===== src/rtl/dmem_arb_pkg.sv =====
// dmem_arb_pkg: shared types and constants for the data-memory arbiter.
package dmem_arb_pkg;

    localparam int CMD_ADDR_W = 8;
    localparam int CMD_DATA_W = 32;

    localparam logic PORT_LSU = 1'b0;
    localparam logic PORT_AUX = 1'b1;

    typedef enum logic [1:0] {
        IDLE  = 2'd0,
        ISSUE = 2'd1,
        WAIT  = 2'd2,
        RESP  = 2'd3
    } state_e;

    typedef struct packed {
        logic                      owner;
        logic                      we;
        logic [CMD_DATA_W/8-1:0]   mask;
        logic [CMD_ADDR_W-1:0]     addr;
        logic [CMD_DATA_W-1:0]     wdata;
    } cmd_t;

endpackage


===== src/rtl/dmem_arbiter_if.sv =====
// dmem_arbiter_if: one requester port of the data-memory arbiter.
// master = requester side, slave = arbiter side.
interface dmem_arbiter_if
    import dmem_arb_pkg::*;
#(
    parameter int ADDR_W = CMD_ADDR_W,
    parameter int DATA_W = CMD_DATA_W
);
    logic                  req_valid;
    logic                  req_ready;
    logic                  we;
    logic [DATA_W/8-1:0]   mask;
    logic [ADDR_W-1:0]     addr;
    logic [DATA_W-1:0]     wdata;
    logic                  rsp_valid;
    logic                  rsp_err;
    logic [DATA_W-1:0]     rdata;

    modport master (
        output req_valid, we, mask, addr, wdata,
        input  req_ready, rsp_valid, rsp_err, rdata
    );

    modport slave (
        input  req_valid, we, mask, addr, wdata,
        output req_ready, rsp_valid, rsp_err, rdata
    );
endinterface


===== src/rtl/dmem_rr_arbiter.sv =====
// dmem_rr_arbiter: 2-way grant logic for the data-memory arbiter.
// DMEM_ARB_RR_EN defined: round-robin on a tie (port not granted last wins).
// DMEM_ARB_RR_EN undefined: fixed priority, port 0 wins a tie.
module dmem_rr_arbiter
    import dmem_arb_pkg::*;
(
    input  logic       clk,
    input  logic       rst,
    input  logic [1:0] req,
    input  logic       grant_en,
    output logic [1:0] grant
);
`ifdef DMEM_ARB_RR_EN
    logic last_q;

    // Tie goes to the port that did not win the previous grant.
    always_comb begin
        grant = req;
        if (req == 2'b11) begin
            grant = (last_q == PORT_AUX) ? 2'b01 : 2'b10;
        end
    end

    // Remember the most recent winner; reset makes port 0 win the first tie.
    always_ff @(posedge clk or posedge rst) begin
        if (rst) begin
            last_q <= PORT_AUX;
        end else if (grant_en && (req != 2'b00)) begin
            last_q <= grant[1];
        end
    end
`else
    logic unused_rr;
    assign unused_rr = clk ^ rst ^ grant_en;

    // Fixed priority: port 0 always wins a tie.
    always_comb begin
        grant = req;
        if (req == 2'b11) begin
            grant = 2'b01;
        end
    end
`endif
endmodule


===== src/rtl/dmem_arbiter.sv =====
// dmem_arbiter: two-port arbiter and sequencer in front of the data memory
// wrapper. One access at a time: IDLE -> ISSUE -> (WAIT) -> RESP -> IDLE.
// Configuration macro: DMEM_ARB_RR_EN selects round-robin tie-breaking.
module dmem_arbiter
    import dmem_arb_pkg::*;
#(
    parameter int ADDR_W  = CMD_ADDR_W,
    parameter int DATA_W  = CMD_DATA_W,
    parameter int TIMEOUT = 15
) (
    input  logic                clk,
    input  logic                rst,
    dmem_arbiter_if.slave       r0,
    dmem_arbiter_if.slave       r1,
    output logic                mem_we_re,
    output logic                mem_request,
    output logic                mem_load,
    output logic [DATA_W/8-1:0] mem_mask,
    output logic [ADDR_W-1:0]   mem_address,
    output logic [DATA_W-1:0]   mem_data_in,
    input  logic                mem_valid,
    input  logic [DATA_W-1:0]   mem_data_out
);
    localparam int CNT_W = $clog2(TIMEOUT);
    localparam logic [CNT_W-1:0] CNT_LAST = CNT_W'(TIMEOUT - 1);

    state_e            state;
    cmd_t              cmd;
    logic              err_q;
    logic [CNT_W-1:0]  cnt;
    logic [DATA_W-1:0] rdata0_q;
    logic [DATA_W-1:0] rdata1_q;
    logic [1:0]        req;
    logic [1:0]        grant;
    logic              in_idle;
    logic              timed_out;

    assign req       = {r1.req_valid, r0.req_valid};
    assign in_idle   = (state == IDLE);
    assign timed_out = (cnt == CNT_LAST);

    dmem_rr_arbiter u_rr (
        .clk      (clk),
        .rst      (rst),
        .req      (req),
        .grant_en (in_idle),
        .grant    (grant)
    );

    // Sequencer state and command latch; the latch loads on the accept edge.
    always_ff @(posedge clk or posedge rst) begin
        if (rst) begin
            state <= IDLE;
            cmd   <= '0;
        end else begin
            case (state)
                IDLE: begin
                    if (grant != 2'b00) begin
                        state      <= ISSUE;
                        cmd.owner  <= grant[1];
                        cmd.we     <= grant[1] ? r1.we    : r0.we;
                        cmd.mask   <= grant[1] ? r1.mask  : r0.mask;
                        cmd.addr   <= grant[1] ? r1.addr  : r0.addr;
                        cmd.wdata  <= grant[1] ? r1.wdata : r0.wdata;
                    end
                end
                ISSUE:   state <= cmd.we ? RESP : WAIT;
                WAIT: begin
                    if (mem_valid || timed_out) begin
                        state <= RESP;
                    end
                end
                RESP:    state <= IDLE;
                default: state <= IDLE;
            endcase
        end
    end

    // Load completion: capture memory data or force an error after the timeout.
    always_ff @(posedge clk or posedge rst) begin
        if (rst) begin
            err_q    <= 1'b0;
            cnt      <= '0;
            rdata0_q <= '0;
            rdata1_q <= '0;
        end else if (state == ISSUE) begin
            err_q <= 1'b0;
            cnt   <= '0;
        end else if (state == WAIT) begin
            if (mem_valid) begin
                err_q <= 1'b0;
                if (cmd.owner == PORT_AUX) rdata1_q <= mem_data_out;
                else                       rdata0_q <= mem_data_out;
            end else if (timed_out) begin
                err_q <= 1'b1;
                if (cmd.owner == PORT_AUX) rdata1_q <= '0;
                else                       rdata0_q <= '0;
            end else begin
                cnt <= cnt + CNT_W'(1);
            end
        end
    end

    assign mem_request = (state == ISSUE);
    assign mem_we_re   = mem_request &  cmd.we;
    assign mem_load    = mem_request & ~cmd.we;
    assign mem_mask    = cmd.mask;
    assign mem_address = cmd.addr;
    assign mem_data_in = cmd.wdata;

    assign r0.req_ready = ~rst & in_idle & grant[0];
    assign r1.req_ready = ~rst & in_idle & grant[1];

    assign r0.rsp_valid = (state == RESP) & (cmd.owner == PORT_LSU);
    assign r1.rsp_valid = (state == RESP) & (cmd.owner == PORT_AUX);
    assign r0.rsp_err   = r0.rsp_valid & err_q;
    assign r1.rsp_err   = r1.rsp_valid & err_q;
    assign r0.rdata     = rdata0_q;
    assign r1.rdata     = rdata1_q;
endmodule


===== src/flat_wrapper.sv =====
// flat-port wrapper written by rule: the top's interface ports become plain ports
module dmem_arbiter_flat import dmem_arb_pkg::*;
#(
    parameter int ADDR_W  = CMD_ADDR_W,
    parameter int DATA_W  = CMD_DATA_W,
    parameter int TIMEOUT = 15
)
  (clk, rst, mem_we_re, mem_request, mem_load, mem_mask, mem_address, mem_data_in, mem_valid, mem_data_out, r0_req_valid, r0_we, r0_mask, r0_addr, r0_wdata, r0_req_ready, r0_rsp_valid, r0_rsp_err, r0_rdata, r1_req_valid, r1_we, r1_mask, r1_addr, r1_wdata, r1_req_ready, r1_rsp_valid, r1_rsp_err, r1_rdata);
  dmem_arbiter_if #(.ADDR_W(ADDR_W), .DATA_W(DATA_W)) r0_i ();
  dmem_arbiter_if #(.ADDR_W(ADDR_W), .DATA_W(DATA_W)) r1_i ();
  input  logic clk;
  input  logic rst;
  output logic mem_we_re;
  output logic mem_request;
  output logic mem_load;
  output logic [DATA_W/8-1:0] mem_mask;
  output logic [ADDR_W-1:0] mem_address;
  output logic [DATA_W-1:0] mem_data_in;
  input  logic mem_valid;
  input  logic [DATA_W-1:0] mem_data_out;
  input wire logic [$bits(r0_i.req_valid)-1:0] r0_req_valid;
  input wire logic [$bits(r0_i.we)-1:0] r0_we;
  input wire logic [$bits(r0_i.mask)-1:0] r0_mask;
  input wire logic [$bits(r0_i.addr)-1:0] r0_addr;
  input wire logic [$bits(r0_i.wdata)-1:0] r0_wdata;
  output wire logic [$bits(r0_i.req_ready)-1:0] r0_req_ready;
  output wire logic [$bits(r0_i.rsp_valid)-1:0] r0_rsp_valid;
  output wire logic [$bits(r0_i.rsp_err)-1:0] r0_rsp_err;
  output wire logic [$bits(r0_i.rdata)-1:0] r0_rdata;
  input wire logic [$bits(r1_i.req_valid)-1:0] r1_req_valid;
  input wire logic [$bits(r1_i.we)-1:0] r1_we;
  input wire logic [$bits(r1_i.mask)-1:0] r1_mask;
  input wire logic [$bits(r1_i.addr)-1:0] r1_addr;
  input wire logic [$bits(r1_i.wdata)-1:0] r1_wdata;
  output wire logic [$bits(r1_i.req_ready)-1:0] r1_req_ready;
  output wire logic [$bits(r1_i.rsp_valid)-1:0] r1_rsp_valid;
  output wire logic [$bits(r1_i.rsp_err)-1:0] r1_rsp_err;
  output wire logic [$bits(r1_i.rdata)-1:0] r1_rdata;
  assign r0_i.req_valid = r0_req_valid;
  assign r0_i.we = r0_we;
  assign r0_i.mask = r0_mask;
  assign r0_i.addr = r0_addr;
  assign r0_i.wdata = r0_wdata;
  assign r0_req_ready = r0_i.req_ready;
  assign r0_rsp_valid = r0_i.rsp_valid;
  assign r0_rsp_err = r0_i.rsp_err;
  assign r0_rdata = r0_i.rdata;
  assign r1_i.req_valid = r1_req_valid;
  assign r1_i.we = r1_we;
  assign r1_i.mask = r1_mask;
  assign r1_i.addr = r1_addr;
  assign r1_i.wdata = r1_wdata;
  assign r1_req_ready = r1_i.req_ready;
  assign r1_rsp_valid = r1_i.rsp_valid;
  assign r1_rsp_err = r1_i.rsp_err;
  assign r1_rdata = r1_i.rdata;
  dmem_arbiter #(.ADDR_W(ADDR_W), .DATA_W(DATA_W), .TIMEOUT(TIMEOUT)) u_core (.clk(clk), .rst(rst), .r0(r0_i), .r1(r1_i), .mem_we_re(mem_we_re), .mem_request(mem_request), .mem_load(mem_load), .mem_mask(mem_mask), .mem_address(mem_address), .mem_data_in(mem_data_in), .mem_valid(mem_valid), .mem_data_out(mem_data_out));
endmodule

===== config.mk =====
export PLATFORM = sky130hd
export DESIGN_NAME = dmem_arbiter_flat
export DESIGN_NICKNAME = d
export VERILOG_FILES = /design/src/rtl/dmem_arb_pkg.sv /design/src/rtl/dmem_arbiter_if.sv /design/src/rtl/dmem_rr_arbiter.sv /design/src/rtl/dmem_arbiter.sv /design/src/flat_wrapper.sv
export SDC_FILE = /design/constraint.sdc
export NUM_CORES = 1
export LEC_CHECK = 0
export ABC_AREA = 0
export ABC_CLOCK_PERIOD_IN_PS = 8600
export CAP_MARGIN = 20
export CORE_AREA = 2 2 112 114
export CTS_CLUSTER_DIAMETER = 40
export DETAILED_ROUTE_END_ITERATION = 8
export DIE_AREA = 0 0 114 116
export PLACE_DENSITY = 0.85
export SKIP_CTS_REPAIR_TIMING = 1
export SLEW_MARGIN = 20
export SYNTH_ARGS = -nofsm -noshare
export SYNTH_HDL_FRONTEND = slang
export SYNTH_SLANG_ARGS = --single-unit

===== constraint.sdc =====
create_clock -name clk -period 8.6 [get_ports clk]
set_input_delay 1.72 -clock clk [delete_from_list [all_inputs] [get_ports clk]]
set_output_delay 1.72 -clock clk [all_outputs]
set_load 0.05 [all_outputs]

==> results.toml, run 1 <==
[global_route]
grt_pass1_wl_um = 22600
grt_overflow_total = 0
grt_pass1_vias = 4359
grt_max_degree = 69
antenna_found_initial = 0
gr-usage-all-layers_pct = 22.1

[timing]
max-slew-margin-rel_pct = 50.2
rsz0062_at_grt = "no"
setup_viol = 0
fin_tns_setup_ns = 0
worst_pin_slew_ns = 0.747
finalMaxSlewViolations = 0
period_minus_slack_ns = 5.52
finalCritPeriodShare_pct = 64.1
whs_ns = 0.479
fmaxAchievable_ghz = 0.181
hold_viol = 0
finClkSkew_ns = 0.00725

[outcome]
status = "complete, no violations"

[setup_path]
worstPathArrival_ns = 3.80
slowest_stage = "clkdlybuf4s50_1"
required_ns = 6.88
critPathCaptureType = "output pin"
reg2reg_setup_slack_ns = 6.48
crit_path_max_incr_delay_ns = 0.81
crit_chain = "clkdlybuf4s50_1, inv_4, and3_1, clkdlybuf4s50_1"
cpMostUsedCell = "clkdlybuf4s50_1"
reg2reg_depth = 5
critPathMaxFanout = 59
worstSetupStartpointType = "primary input"
path_class = "in2out"

[detailed_routing]
drtIter0Drc = 240
wire_per_inst_um = 18.2
ant_nets = 0
viasPerCell = 5.31
drc = 0
totalWireLength_um = 14500
firstDrtPassIters = 4
dr_total_vias = 4245

[finish]
nFillCells = 862
fin_area_um2 = 8020
area_delta_synth_final_pct = 51.5
n_antenna_cell = 0
ff_latch_area_um2 = 2930
utilization_pct = 67.3
drive_above_1_share_pct = 5.97
multiInputGateArea_um2 = 1840
layout.nets = 780

[die]
chipHeight_um = 116
io_pins = 244
fp-row-count = 40
core_um2 = 11900
die_area_um2 = 13200
die_x_um = 114
start_util_pct = 44.4

[clocking]
tritoncts = "done"
cts_buffer_depth = 2
ctsRootBufferMaster = "clkbuf_16"
clk_latency_ns = 0.40
htreeDepth = 4
clkTransAtPathRegs_ns = 0.05
numClockSinks = 117
numCtsBuffers = 17

[yosys]
syn-cell-area_um2 = 5290
syn_inst = 451
synthFlopType = "dfrtp_1"
ys_warn_count = 0
synth_edf_count = 0
yosys_register_bits = 117
ys_seq_area_share_pct = 55.3
syn_nets = 586
synthArstFlopShare_pct = 100
yosys.cell_types.count = 34
post_synth.cell_area_avg_um2 = 11.7

[power_and_ir_drop]
power_mw = 3.61
p_leak_nw = 3.57
irDropWorstVdd_mv = 0.234
powerDensity_nw_per_um2 = 450

[hold_path]
hold_depth = 2
min_path_type = "reg2reg"

[place]
hpwl_um = 10400
place_area_um2 = 7450
gp_congestion = 0.784
port-buffer-count = 243

[run]
drv_cap = 0
[critical path, delay by kind of cell]
kind | cells | cell delay (ns)
AND/OR/NAND/NOR | 1 | 0.27
buffers and inverters | 3 | 1.79
[routing by layer]
metal / GRT usage [%] / vias to the layer above / part of all wire, %
met5: 0 / - / 0
met4: 8.21 / 0 / 1.7
met3: 8.58 / 22 / 11
met2: 36.6 / 221 / 48
met1: 26.4 / 2048 / 39
li1: - / 1954 / -
[synth_stat cells (2+ instances only)]
cell,number,area (µm²)
nor3b_1,2,15.0
nor2b_1,5,31.3
nor2_1,2,7.51
and3_1,5,31.3
buf_6,8,90.1
o21ai_0,7,35.0
nand3_1,2,10.0
a21oi_1,4,20.0
ha_1,8,100
inv_1,7,26.3
dfrtp_1,117,2930
o22ai_1,2,12.5
nand2_1,46,173
clkbuf_1,10,37.5
o21ai_1,40,200
mux2i_1,47,470
buf_4,45,338
and2_1,3,18.8
a31oi_1,3,18.8
a22o_1,64,561
nand2b_1,2,12.5
buf_2,10,50.1
[cell families (layout without fill, tap and decap cells)]
kind of cell,count (synthesis),count (layout),synth area share (%)
compound gates,127,127,17.3
mux,48,48,9.10
flops,117,117,55.3
buf+inv,81,283,10.3
fa+ha+maj,8,8,1.89
simple gates,70,70,6.10
[sequential cells by signal (all words and copies together) (netlist names)]
register and cells:
u_core.mem_data_in 32, u_core.r0.rdata 32, u_core.r1.rdata 32, u_core.mem_address 8
u_core.cnt 4, u_core.mem_mask 4, u_core.cmd 2, u_core.state 2
u_core.err_q 1
[final cells by class]
type | count | area share [%]
sequential | 117 | 36.5
timing repair buffer | 248 | 30.8
multi-input combinational | 253 | 22.9
clock buffer | 21 | 5.74
tap | 147 | 2.29
clock inverter | 6 | 1.31
inverter | 8 | 0.406
[worst paths after layout]
path,start,endpoint
max in group asynchronous,rst,u_core.r1.rdata[3]
min in group asynchronous,rst,u_core.mem_data_in[19]
setup / recovery,rst,r1_req_ready
hold / removal,u_core.mem_data_in[28],u_core.mem_data_in[28]
setup reg to reg,u_core.state[1],u_core.r0.rdata[9]
hold reg to reg,u_core.mem_data_in[28],u_core.mem_data_in[28]
[power by group]
group          total, mW  internal [mW]  switching (mW)
sequential         0.969          0.807           0.162
combinational       1.95          0.685            1.27
clock              0.686          0.460           0.226
total               3.61           1.95            1.66
[through the flow]
stage | worst slack [ns] | cells
finish | 3.08 | 800
detailed placement | 3.04 | 773
global route | 2.92 | 800
CTS | 3.03 | 800
floorplan | 1.96 | 451
global placement | 3.04 | 773
[placed cells by master (no fill, tap or decap), types with 2 or more instances in the layout]
cell and instances:
nand2_1 46, clkbuf_8 2, clkinv_2 3, nand3_1 2, inv_1 6, o21ai_1 39, a21oi_1 4, and3_1 5
clkbuf_16 17, buf_4 5, o22ai_1 2, ha_1 8, nand2b_1 2, a22o_1 64, mux2i_1 47, o21ai_0 7
nor2_1 2, clkdlybuf4s50_1 243, nor3b_1 2, a31oi_1 3, nor2b_1 4, dfrtp_1 117, bufinv_16 3, and2_1 2
clkbuf_1 2
Power figures use the tool's default switching activity.
==> run 2, diff against run 1 <==
--- a/config.mk
+++ b/config.mk
@@ -6,13 +6,13 @@
 export NUM_CORES = 1
 export LEC_CHECK = 0
 export ABC_AREA = 0
-export ABC_CLOCK_PERIOD_IN_PS = 8600
+export ABC_CLOCK_PERIOD_IN_PS = 5100
 export CAP_MARGIN = 20
-export CORE_AREA = 2 2 112 114
+export CORE_AREA = 2 2 116 118
 export CTS_CLUSTER_DIAMETER = 40
 export DETAILED_ROUTE_END_ITERATION = 8
-export DIE_AREA = 0 0 114 116
-export PLACE_DENSITY = 0.85
+export DIE_AREA = 0 0 118 120
+export PLACE_DENSITY = 0.8
 export SKIP_CTS_REPAIR_TIMING = 1
 export SLEW_MARGIN = 20
 export SYNTH_ARGS = -nofsm -noshare
==> constraint.sdc (replaced) <==
create_clock -name clk -period 5.1 [get_ports clk]
set_input_delay 1.02 -clock clk [delete_from_list [all_inputs] [get_ports clk]]
set_output_delay 1.02 -clock clk [all_outputs]
set_load 0.05 [all_outputs]
==> results.toml, run 2 (synthesis results as in run 1) <==
[die]
chipHeight_um = 120
die_area_um2 = 14200
fp-row-count = 42
start_util_pct = 40.8
core_um2 = 13000
die_x_um = 118
io_pins = 244

[clocking]
htreeDepth = 4
numClockSinks = 117
ctsRootBufferMaster = "clkbuf_16"
clk_latency_ns = 0.42
clkTransAtPathRegs_ns = 0.05
numCtsBuffers = 17
cts_buffer_depth = 2
tritoncts = "done"

[global_route]
grt_max_degree = 65
grt_overflow_total = 0
grt_pass1_vias = 4365
grt_pass1_wl_um = 23100
gr-usage-all-layers_pct = 21.0
antenna_found_initial = 1

[timing]
fmaxAchievable_ghz = 0.266
worst_pin_slew_ns = 0.812
finClkSkew_ns = 0.0125
rsz0062_at_grt = "no"
finalMaxSlewViolations = 0
hold_viol = 0
max-slew-margin-rel_pct = 45.9
fin_tns_setup_ns = 0
finalCritPeriodShare_pct = 73.8
setup_viol = 0
period_minus_slack_ns = 3.77

[place]
place_area_um2 = 7500
dp_cells = 803
hpwl_um = 10400
port-buffer-count = 243
gp_congestion = 0.798

[power_and_ir_drop]
powerDensity_nw_per_um2 = 752
p_leak_nw = 3.56
power_mw = 6.08
switchingPower_mw = 2.84
swShare_pct = 46.8
seqPwrFrac_pct = 26.9
p_clk_share_pct = 19.1
irDropWorstVdd_mv = 0.351
combinationalPowerShare_pct = 54.1
p_int_mw = 3.23

[finish]
drive_above_1_share_pct = 7.13
layout.nets = 781
fin_area_um2 = 8080
area_delta_synth_final_pct = 52.7
nFillCells = 1034
final_cells = 836
final_common_cell = "clkdlybuf4s50_1"
mostFrequentLayoutCells = "clkdlybuf4s50_1, dfrtp_1, a22o_1, mux2i_1, nand2_1"

[hold_path]
min_path_type = "reg2reg"
hold_depth = 2
hold_path_end = "u_core.mem_data_in[7]"
min_from = "u_core.mem_data_in[7]"

[setup_path]
path_class = "in2out"
required_ns = 4.08
worstSetupStartpointType = "primary input"
worstReg2RegEnd = "u_core.r0.rdata[23]"
critPathMaxFanout = 4
reg2reg_from = "u_core.state[1]"
critPathCaptureType = "output pin"
reg2reg_depth = 5
worstPathArrival_ns = 2.75
reg2reg_setup_slack_ns = 2.95

[detailed_routing]
drtIter0Drc = 219
viasPerCell = 5.09
firstDrtPassIters = 4
totalWireLength_um = 14600
dr_total_vias = 4258
drc = 0
ant_nets = 0
wire_per_inst_um = 17.4

[run]
drv_cap = 0

[outcome]
status = "complete, no violations"
run 2: routing by layer:
metal	wire length, µm	up-vias	global-route usage, %
li1	-	1959	-
met1	5870	2047	25.4
met2	6820	233	33.4
met3	1640	19	9.27
met4	237	0	7.08
met5	0	-	0
run 2: how the worst max path moves through the flow:
| stage | start | to | slack [ns] | cells after the start |
|---|---|---|---|---|
| detailed placement | r1_req_valid | r1_req_ready | 1.35 | 4 |
| global placement | r1_req_valid | r1_req_ready | 1.36 | 4 |
| finish | r1_req_valid | r1_req_ready | 1.33 | 4 |
| global route | r1_req_valid | r1_req_ready | 1.27 | 4 |
| CTS | r1_req_valid | r1_req_ready | 1.34 | 4 |
| floorplan | rst | r0_req_ready | 0.60 | 2 |
run 2: stage by stage:
stage	setup WS (ns)	hold WS (ns)	utilization [%]
after floorplan	0.602	0.451	-
after global placement	1.36	0.462	57.8
after detailed placement	1.35	0.474	57.8
after CTS	1.34	0.487	62.3
after global routing	1.27	0.505	62.3
final	1.33	0.480	62.3
run 2: power groups by stage:
stage                     Sequential, mW  Combinational, mW  Clock, mW
after CTS                           1.63               3.31       1.18
after global routing                1.68               3.44       1.23
after detailed placement            1.63               3.30          0
after floorplan                     2.37               1.65          0
after global placement              1.61               3.24          0
final                               1.63               3.29       1.16
run 2: layout make-up:
cell class	instances	area (µm²)	share of cell area, %
diodes	1	2.50	0.0310
clock buffers	17	425	5.26
clock inverters	15	156	1.93
inverters	8	33.8	0.418
multi-input cells	253	1840	22.8
flip-flops and latches	117	2930	36.2
well taps	176	220	2.72
repair buffers	249	2480	30.6
run 2: critical path: stages:
cell and delay (ns):
clkdlybuf4s50_1 0.58, nor2b_4 0.18, and3_1 0.16, clkdlybuf4s50_1 0.80
==> run 3, diff against run 2 <==
--- a/config.mk
+++ b/config.mk
@@ -6,7 +6,7 @@
 export NUM_CORES = 1
 export LEC_CHECK = 0
 export ABC_AREA = 0
-export ABC_CLOCK_PERIOD_IN_PS = 5100
+export ABC_CLOCK_PERIOD_IN_PS = 3550
 export CAP_MARGIN = 20
 export CORE_AREA = 2 2 116 118
 export CTS_CLUSTER_DIAMETER = 40
==> constraint.sdc (replaced) <==
create_clock -name clk -period 3.55 [get_ports clk]
set_input_delay 0.71 -clock clk [delete_from_list [all_inputs] [get_ports clk]]
set_output_delay 0.71 -clock clk [all_outputs]
set_load 0.05 [all_outputs]
==> results.toml, run 3 (synthesis results as in run 1) <==
[detailed_routing]
ant_nets = 0
firstDrtPassIters = 4
drtIter0Drc = 345
dr_total_vias = 4235
viasPerCell = 5.06
totalWireLength_um = 13900
drc = 0
wire_per_inst_um = 16.6

[die]
io_pins = 244
fp-row-count = 42
start_util_pct = 40.8
die_area_um2 = 14200
core_um2 = 13000
chipHeight_um = 120
die_x_um = 118

[clocking]
cts_buffer_depth = 2
ctsRootBufferMaster = "clkbuf_16"
numClockSinks = 117
tritoncts = "done"
clk_latency_ns = 0.41
numCtsBuffers = 17
htreeDepth = 4
clkTransAtPathRegs_ns = 0.05

[setup_path]
path_class = "reg2out"
crit_path_max_incr_delay_ns = 0.81
slowest_stage = "clkdlybuf4s50_1"
required_ns = 2.84
crit_chain = "inv_1, ha_1, and2_1, clkdlybuf4s50_1"
worstPathArrival_ns = 2.27
worstSetupStartpointType = "flip-flop"
reg2reg_setup_slack_ns = 1.59
critPathCaptureType = "output pin"
critPathMaxFanout = 6

[power_and_ir_drop]
power_mw = 8.94
seqPwrFrac_pct = 26.2
p_int_mw = 4.88
p_leak_nw = 3.62
swShare_pct = 45.4
powerDensity_nw_per_um2 = 1090
p_clk_share_pct = 20.8
combinationalPowerShare_pct = 53.0
switchingPower_mw = 4.06
irDropWorstVdd_mv = 0.605

[finish]
fin_area_um2 = 8170
drive_above_1_share_pct = 7.56
mostFrequentLayoutCells = "clkdlybuf4s50_1, dfrtp_1, a22o_1, mux2i_1, nand2_1"
n_antenna_cell = 0
nFillCells = 981
area_delta_synth_final_pct = 54.4
layout.nets = 783
final_common_cell = "clkdlybuf4s50_1"

[global_route]
gr-usage-all-layers_pct = 20.6
grt_pass1_wl_um = 22800
grt_max_degree = 88
grt_overflow_total = 0
antenna_found_initial = 0
grt_pass1_vias = 4325

[place]
hpwl_um = 10000
port-buffer-count = 243
place_area_um2 = 7520
gp_congestion = 0.776

[timing]
finalCritPeriodShare_pct = 83.9
finalMaxSlewViolations = 0
worst_pin_slew_ns = 0.803
setup_viol = 0
max-slew-margin-rel_pct = 46.5
rsz0062_at_grt = "no"
finClkSkew_ns = 0.00516
fmaxAchievable_ghz = 0.336
hold_viol = 0
period_minus_slack_ns = 2.98

[run]
drv_cap = 0

[hold_path]
min_path_type = "reg2reg"

[outcome]
status = "complete, no violations"
[run 3: changes by cell type in the layout (fill, tap and decap cells not counted), moves of 2 or more]
cell and delta:
bufinv_16 +3, clkdlybuf4s50_1 -2, clkinvlp_4 -3, buf_4 +3
[run 3: per-stage QoR]
stage | std cells | setup TNS (ns) | util, % | setup WS (ns) | hold WS, ns
2_1_floorplan | 451 | -0.596 | - | -0.313 | 0.451
3_3_place_gp | 805 | 0 | 57.9 | 0.858 | 0.469
3_5_place_dp | 805 | 0 | 57.9 | 0.800 | 0.475
4_1_cts | 837 | 0 | 63.0 | 0.523 | 0.487
5_1_grt | 837 | 0 | 63.0 | 0.452 | 0.507
6_report | 837 | 0 | 63.0 | 0.572 | 0.477
[run 3: cell type report]
type | count | area, µm² | area share [%]
Timing Repair Buffer | 251 | 2500 | 30.6
Multi-Input combinational cell | 253 | 1840 | 22.5
Clock buffer | 17 | 425 | 5.20
Sequential cell | 117 | 2930 | 35.8
Tap cell | 176 | 220 | 2.69
Inverter | 8 | 33.8 | 0.413
Clock inverter | 15 | 228 | 2.79
[run 3: critical path: cells and delay by family (launching register included)]
kind | cells | cell delay (ns)
adders and majority gates | 1 | 0.30
buffers and inverters | 2 | 0.95
DFF | 1 | 0.41
and+or+nand+nor | 1 | 0.20
[run 3: per-layer routing]
layer | vias up | wire length, µm | global-route usage [%]
met3 | 22 | 1250 | 7.65
met5 | - | 0 | 0
met2 | 213 | 6720 | 33.5
li1 | 1966 | - | -
met4 | 0 | 288 | 8.58
met1 | 2034 | 5660 | 24.6
[run 3: final timing paths]
check	start	cells after the start	endpoint
setup / recovery	u_core.state[1]	4	mem_we_re
hold / removal	u_core.mem_data_in[30]	2	u_core.mem_data_in[30]
setup reg to reg	u_core.state[0]	6	u_core.r0.rdata[21]
hold reg to reg	u_core.mem_data_in[30]	2	u_core.mem_data_in[30]
max in group asynchronous	rst	4	u_core.r0.rdata[16]
min in group asynchronous	rst	2	u_core.mem_data_in[21]
[run 3: power groups by stage]
stage               Clock (mW)  Sequential, mW  Combinational (mW)
finish                    1.86            2.34                4.74
global route              1.98            2.42                4.97
CTS                       1.90            2.35                4.78
detailed placement           0            2.35                4.76
global placement             0            2.33                4.69
floorplan                    0            3.41                2.36
